===== src/rtl/enc8to3_serial.sv =====
// rtl/enc8to3_serial.sv - serializing 8-to-3 priority encoder with valid/ack handshake
//
// Purpose:
//   Accepts an 8-bit request vector in IDLE. In EMIT it presents one 3-bit code
//   per set bit, lowest request index first, and waits for the consumer's Ack on
//   each code. After the last code is accepted, Done pulses for one cycle and
//   the block returns to IDLE.
//
// Optional feature (macro ENC_ONEHOT_CHECK_EN):
//   defined   - a vector with more than one bit set is rejected in IDLE and Err
//               pulses for one cycle.
//   undefined - multi-bit vectors are serialized and Err is tied low.
//
// Ports:
//   Clock   in   system clock, rising edge
//   Resetn  in   asynchronous active-low reset
//   D       in   [0:7] request vector, D[i] encodes to code 7-i
//   Load    in   request strobe, sampled only while Ready=1
//   Ready   out  idle, Load will be taken
//   W       out  [2:0] registered code of the current pending bit, 0 when idle
//   Valid   out  W holds a code awaiting Ack
//   Ack     in   consumer accepts W on an edge where Valid=1
//   Done    out  one-cycle pulse after the last code of a vector is accepted
//   Err     out  one-cycle pulse on a rejected vector
module enc8to3_serial (
   input  logic       Clock,
   input  logic       Resetn,
   input  logic [0:7] D,
   input  logic       Load,
   output logic       Ready,
   output logic [2:0] W,
   output logic       Valid,
   input  logic       Ack,
   output logic       Done,
   output logic       Err
);

   typedef enum logic {
      IDLE = 1'b0,
      EMIT = 1'b1
   } state_t;

   state_t     state_q, state_d;
   logic [7:0] pend_q, pend_d;
   logic [2:0] w_q, w_d;
   logic       done_q, done_d;

   // Repacking [0:7] into [7:0] places D[i] at bit 7-i, so the numeric bit
   // position of each request equals its code. Priority (lowest D index first)
   // then becomes "highest numeric bit first".
   logic [7:0] d_num;
   assign d_num = D;

   function automatic logic [2:0] top_code(input logic [7:0] v);
      logic [2:0] c;
      c = 3'd0;
      for (int b = 0; b < 8; b++) begin
         if (v[b]) c = 3'(b);
      end
      return c;
   endfunction

   logic [2:0] cur_code;
   logic [7:0] pend_rest;
   logic       d_multi;
   logic       load_ok;

   assign cur_code  = top_code(pend_q);
   assign pend_rest = pend_q & ~(8'd1 << cur_code);
   // Nonzero exactly when two or more bits are set.
   assign d_multi   = (d_num & (d_num - 8'd1)) != 8'd0;

`ifdef ENC_ONEHOT_CHECK_EN
   logic err_q, err_d;
   assign load_ok = !d_multi;
`else
   assign load_ok = 1'b1;
`endif

   always_comb begin
      state_d = state_q;
      pend_d  = pend_q;
      w_d     = w_q;
      done_d  = 1'b0;
`ifdef ENC_ONEHOT_CHECK_EN
      err_d   = 1'b0;
`endif
      unique case (state_q)
         IDLE: begin
            if (Load && (d_num != 8'd0)) begin
               if (load_ok) begin
                  pend_d  = d_num;
                  w_d     = top_code(d_num);
                  state_d = EMIT;
               end else begin
`ifdef ENC_ONEHOT_CHECK_EN
                  err_d = 1'b1;
`endif
               end
            end
         end
         EMIT: begin
            // Load is deliberately not looked at here: a busy block ignores it.
            if (Ack) begin
               if (pend_rest == 8'd0) begin
                  pend_d  = 8'd0;
                  w_d     = 3'd0;
                  done_d  = 1'b1;
                  state_d = IDLE;
               end else begin
                  pend_d = pend_rest;
                  w_d    = top_code(pend_rest);
               end
            end
         end
         default: begin
            state_d = IDLE;
            pend_d  = 8'd0;
            w_d     = 3'd0;
         end
      endcase
   end

   always_ff @(posedge Clock or negedge Resetn) begin
      if (!Resetn) begin
         state_q <= IDLE;
         pend_q  <= 8'd0;
         w_q     <= 3'd0;
         done_q  <= 1'b0;
      end else begin
         state_q <= state_d;
         pend_q  <= pend_d;
         w_q     <= w_d;
         done_q  <= done_d;
      end
   end

`ifdef ENC_ONEHOT_CHECK_EN
   always_ff @(posedge Clock or negedge Resetn) begin
      if (!Resetn) begin
         err_q <= 1'b0;
      end else begin
         err_q <= err_d;
      end
   end
   assign Err = err_q;
`else
   assign Err = 1'b0;
`endif

   assign Ready = (state_q == IDLE);
   assign Valid = (state_q == EMIT);
   assign W     = w_q;
   assign Done  = done_q;

endmodule


===== config.mk =====
export PLATFORM = sky130hd
export DESIGN_NAME = enc8to3_serial
export DESIGN_NICKNAME = d
export VERILOG_FILES = /design/src/rtl/enc8to3_serial.sv
export SDC_FILE = /design/constraint.sdc
export NUM_CORES = 1
export LEC_CHECK = 0
export ABC_AREA = 1
export BUFFER_PORTS_ARGS = -buffer_cell sky130_fd_sc_hd__buf_2
export CAP_MARGIN = 20
export CORE_MARGIN = 2
export CORE_UTILIZATION = 33
export CTS_CLUSTER_SIZE = 16
export DETAILED_ROUTE_END_ITERATION = 10
export PLACE_DENSITY = 0.65
export SYNTH_ARGS = -nofsm -noshare
export SYNTH_HDL_FRONTEND = slang
export SYNTH_SLANG_ARGS = --single-unit

===== constraint.sdc =====
create_clock -name Clock -period 1.45 [get_ports Clock]
set_input_delay 0.2175 -clock Clock [delete_from_list [all_inputs] [get_ports Clock]]
set_output_delay 0.2175 -clock Clock [all_outputs]
set_load 0.02 [all_outputs]

==> run_results.csv <==
group,metric,value,unit
critical_path,worst_r2r_startpoint,"pend_q[5]",
logic_synthesis,synth_cell_type_count,27,
final_layout,finalNetCount,167,
power_and_ir_drop,cellInternalPower,1.31,mW
detailed_routing,detail_route.drc_violations,0,
logic_synthesis,synth_enable_flop_cells,0,
detailed_routing,dr.pass1.iters,4,
logic_synthesis,synth_xor_xnor_area_share,0,
global_routing,pin_count_of_the_biggest_net_entering_global_routing,14,
critical_path,worstPathRequired,1.62,ns
detailed_routing,num_vias,894,
logic_synthesis,synth_top_family_by_area,"simple AND/OR/NAND/NOR gates",
timing,setup_slack,-0.0342,ns
clock_network,clock_tree.htree_level_count,1,
final_layout,finalInstanceArea,1150,µm²
critical_path,critical_path_class,"reg2reg",
power_and_ir_drop,power_frac_seq,0.254,
hold_path,timing.hold.worst.start,"Ack",
logic_synthesis,synth-adder-area-share,0,
critical_path,ff2ff_path_depth,11,
die,boundaryPins,19,
logic_synthesis,synth_compound_gate_area_share,0.186,
hold_path,hold_class,"in2reg",
power_and_ir_drop,p_clk_frac,0.092,
logic_synthesis,synth_nets,130,
placed_design,placement.io_buffers,17,
outcome,outcome,"complete, but fails checks",
clock_network,cts_max_path_buffers,2,
logic_synthesis,yosys-top-cells-area,"sky130_fd_sc_hd__dfrtp_1, sky130_fd_sc_hd__nand2_1, sky130_fd_sc_hd__o21ai_0",
detailed_routing,drt_first_iter_violations,20,
timing,timing.fmax,674,MHz
final_layout,insertedDiodeCount,0,
timing,crit_share_post_route,1.02,
power_and_ir_drop,power.switching_fraction,0.473,
run,max_cap_violations,0,
timing,min_period,1.48,ns
critical_path,regToRegEndpoint,"Valid",
global_routing,grt_use_total,0.160,
logic_synthesis,netlist.area_leader.share,0.377,
logic_synthesis,ys_dominant_reg_cell,"sky130_fd_sc_hd__dfrtp_1",
clock_network,clockRootBuffer,"sky130_fd_sc_hd__clkbuf_4",
logic_synthesis,yosys.area_share.simple,0.328,
critical_path,critical_path.startpoint_type,"flop",
power_and_ir_drop,comb_power_share,0.653,
die,core.rowCount,18,
final_layout,layout_commonest_cell,"sky130_fd_sc_hd__nand2_1",
die,start_util,0.348,
timing,number_of_max_slew_violations_in_the_final_report,0,
placed_design,place.detailed.hpwl,1.67,mm
hold_path,whs_path_depth,3,
final_layout,areaGrowthSynthToFinish,33.5,%
power_and_ir_drop,power.static_leakage,0.606,nW
placed_design,placement.cell_area,1060,µm²
clock_network,clkTransAtPathRegs,0.08,ns
global_routing,antenna_found_initial,0,
logic_synthesis,synth.largest_area_cell,"sky130_fd_sc_hd__dfrtp_1",
logic_synthesis,mappedNetlistArea,863,µm²
power_and_ir_drop,power_per_cell_area,2150,nW/µm²
detailed_routing,avgRoutedWirePerCell,11.5,µm
timing,finalHoldViolations,0,
critical_path,critical_path_at,1.66,ns
outcome,violations,"negative setup slack",
detailed_routing,route.antenna.remaining_nets,0,
timing,clock_tree_skew_after_final_layout,0.00209,ns
power_and_ir_drop,power.ir.vdd_worst,1.08,mV
final_layout,commonest_non_fill_non_tap_cells_in_the_layout,"sky130_fd_sc_hd__nand2_1, sky130_fd_sc_hd__buf_2, sky130_fd_sc_hd__buf_4, sky130_fd_sc_hd__dfrtp_1, sky130_fd_sc_hd__inv_1",
power_and_ir_drop,switchingPower,1.17,mW
logic_synthesis,yosys_register_bits,13,
critical_path,rrSetupSlack,-0.03,ns
final_layout,drive_gt1_frac,0.429,
clock_network,clkSinkCount,13,
logic_synthesis,synth.yosys.seq_area_share,0.377,
clock_network,clock_tree_from_tritoncts,"done",
die,chipWidth,55.2,µm
logic_synthesis,synthCells,118,
logic_synthesis,mean_cell_area_of_the_mapped_netlist,7.32,µm²
timing,setup_viol_count_final,2,
global_routing,first_pass_grt_wire_length,3.45,mm
global_routing,first_global_vias,804,
critical_path,path_max_fanout,3,
power_and_ir_drop,report.power.total,2.48,mW
die,core,2480,µm²
logic_synthesis,synth_async_sr_flop_share,1.00,
hold_path,worst_hold_endpoint,"Done",
timing,grt_setup_unrepaired,"yes",
die,vertical_die_dimension,55.2,µm
clock_network,insertion_delay,0.27,ns
clock_network,number_of_buffers_created_by_cts,3,
global_routing,globalRoute.totalOverflow,0,
placed_design,routabilityCongestion,0.806,
logic_synthesis,ys.warnings.count,0,
detailed_routing,drt-vias-per-instance,4.86,
logic_synthesis,multiplexer_area_fraction_after_synthesis,0,
detailed_routing,finalWirelength,2.11,mm
die,die_area,3040,µm²
critical_path,critical_path.endpoint_type,"flop",
-- sequential cells by signal, summed over array words and instances, names as in the netlist --
name    cells
Done        1
pend_q      8
W           3
Valid       1
-- worst max path at each step --
stage               cells after the start         to       from  slack [ns]
floorplan                               6  pend_q[3]      Valid        0.07
global placement                       10      Valid  pend_q[5]       -0.04
detailed placement                     10      Valid  pend_q[5]       -0.08
CTS                                    10      Valid  pend_q[4]       -0.05
global route                           10      Valid  pend_q[5]       -0.14
finish                                 11      Valid  pend_q[5]       -0.03
-- cell families (layout without fill, tap and decap cells) --
logic type	after synthesis	after routing
AOI/OAI and AO/OA	27	27
other	1	1
DFF	13	13
buffers and inverters	20	56
and+or+nand+nor	57	57
-- worst max-delay path, stage by stage (launching register included) --
cell and delay, ns:
sky130_fd_sc_hd__dfrtp_1 0.41, sky130_fd_sc_hd__buf_4 0.16, sky130_fd_sc_hd__inv_2 0.08, sky130_fd_sc_hd__nand2_2 0.07, sky130_fd_sc_hd__nand2_1 0.07, sky130_fd_sc_hd__nand3_2 0.07, sky130_fd_sc_hd__nand2_1 0.11, sky130_fd_sc_hd__nand2_2 0.09
sky130_fd_sc_hd__nor2_4 0.11, sky130_fd_sc_hd__nand2_2 0.06, sky130_fd_sc_hd__a21oi_2 0.10, sky130_fd_sc_hd__inv_1 0.04
-- cell type report --
type,instances,area [µm²]
clock buffer,4,26.3
sequential,13,325
fill,252,1330
inverter,17,65.1
tap,30,37.5
timing repair buffer,35,223
multi-input combinational,85,475
-- power by group through the flow --
| stage | logic [mW] | registers [mW] | clock network [mW] |
|---|---|---|---|
| after global routing | 1.82 | 0.648 | 0.261 |
| after floorplan | 0.906 | 0.716 | 0 |
| after global placement | 1.43 | 0.637 | 0 |
| after CTS | 1.53 | 0.627 | 0.235 |
| after detailed placement | 1.45 | 0.643 | 0 |
| final | 1.62 | 0.630 | 0.229 |
-- cell usage after synthesis, types with 2 or more instances --
cell type	number
sky130_fd_sc_hd__o21ai_1	4
sky130_fd_sc_hd__nand3_1	3
sky130_fd_sc_hd__o21ai_0	9
sky130_fd_sc_hd__o31ai_1	2
sky130_fd_sc_hd__buf_4	2
sky130_fd_sc_hd__nand3_2	3
sky130_fd_sc_hd__nor2_1	9
sky130_fd_sc_hd__nor2_2	4
sky130_fd_sc_hd__a21oi_1	4
sky130_fd_sc_hd__o211ai_1	3
sky130_fd_sc_hd__nand2_1	27
sky130_fd_sc_hd__dfrtp_1	13
sky130_fd_sc_hd__inv_1	12
sky130_fd_sc_hd__nand2_2	7
sky130_fd_sc_hd__inv_2	4
-- repair_timing --
| item | in CTS | in global routing |
|---|---|---|
| hold buffers | 1 | 0 |
| endpoints found under the hold margin | 13 | 0 |
| resized for setup | 2 | 7 |
| pin swaps | 3 | 8 |
| setup buffers | 2 | 1 |
| setup endpoints to repair | 2 | 4 |
-- metal layers --
layer  vias to the layer above  wire, µm  GRT usage
met3                         4        90     0.0242
met4                         0        23     0.0610
met1                       414       974      0.222
met5                         -         0          0
li1                        453         -          -
met2                        23      1030      0.250
-- metrics by stage --
| stage | hold WS, ns | setup WS, ns | std cells | setup TNS, ns | utilization |
|---|---|---|---|---|---|
| 2_1_floorplan | -0.0781 | 0.0675 | 118 | 0 | - |
| 3_3_place_gp | 0.125 | -0.0399 | 176 | -0.0616 | 0.430 |
| 3_5_place_dp | 0.126 | -0.0788 | 176 | -0.140 | 0.430 |
| 4_1_cts | 0.188 | -0.0475 | 183 | -0.0807 | 0.453 |
| 5_1_grt | 0.182 | -0.143 | 184 | -0.380 | 0.465 |
| 6_report | 0.191 | -0.0342 | 184 | -0.0523 | 0.465 |
Power figures use the tool's default switching activity.
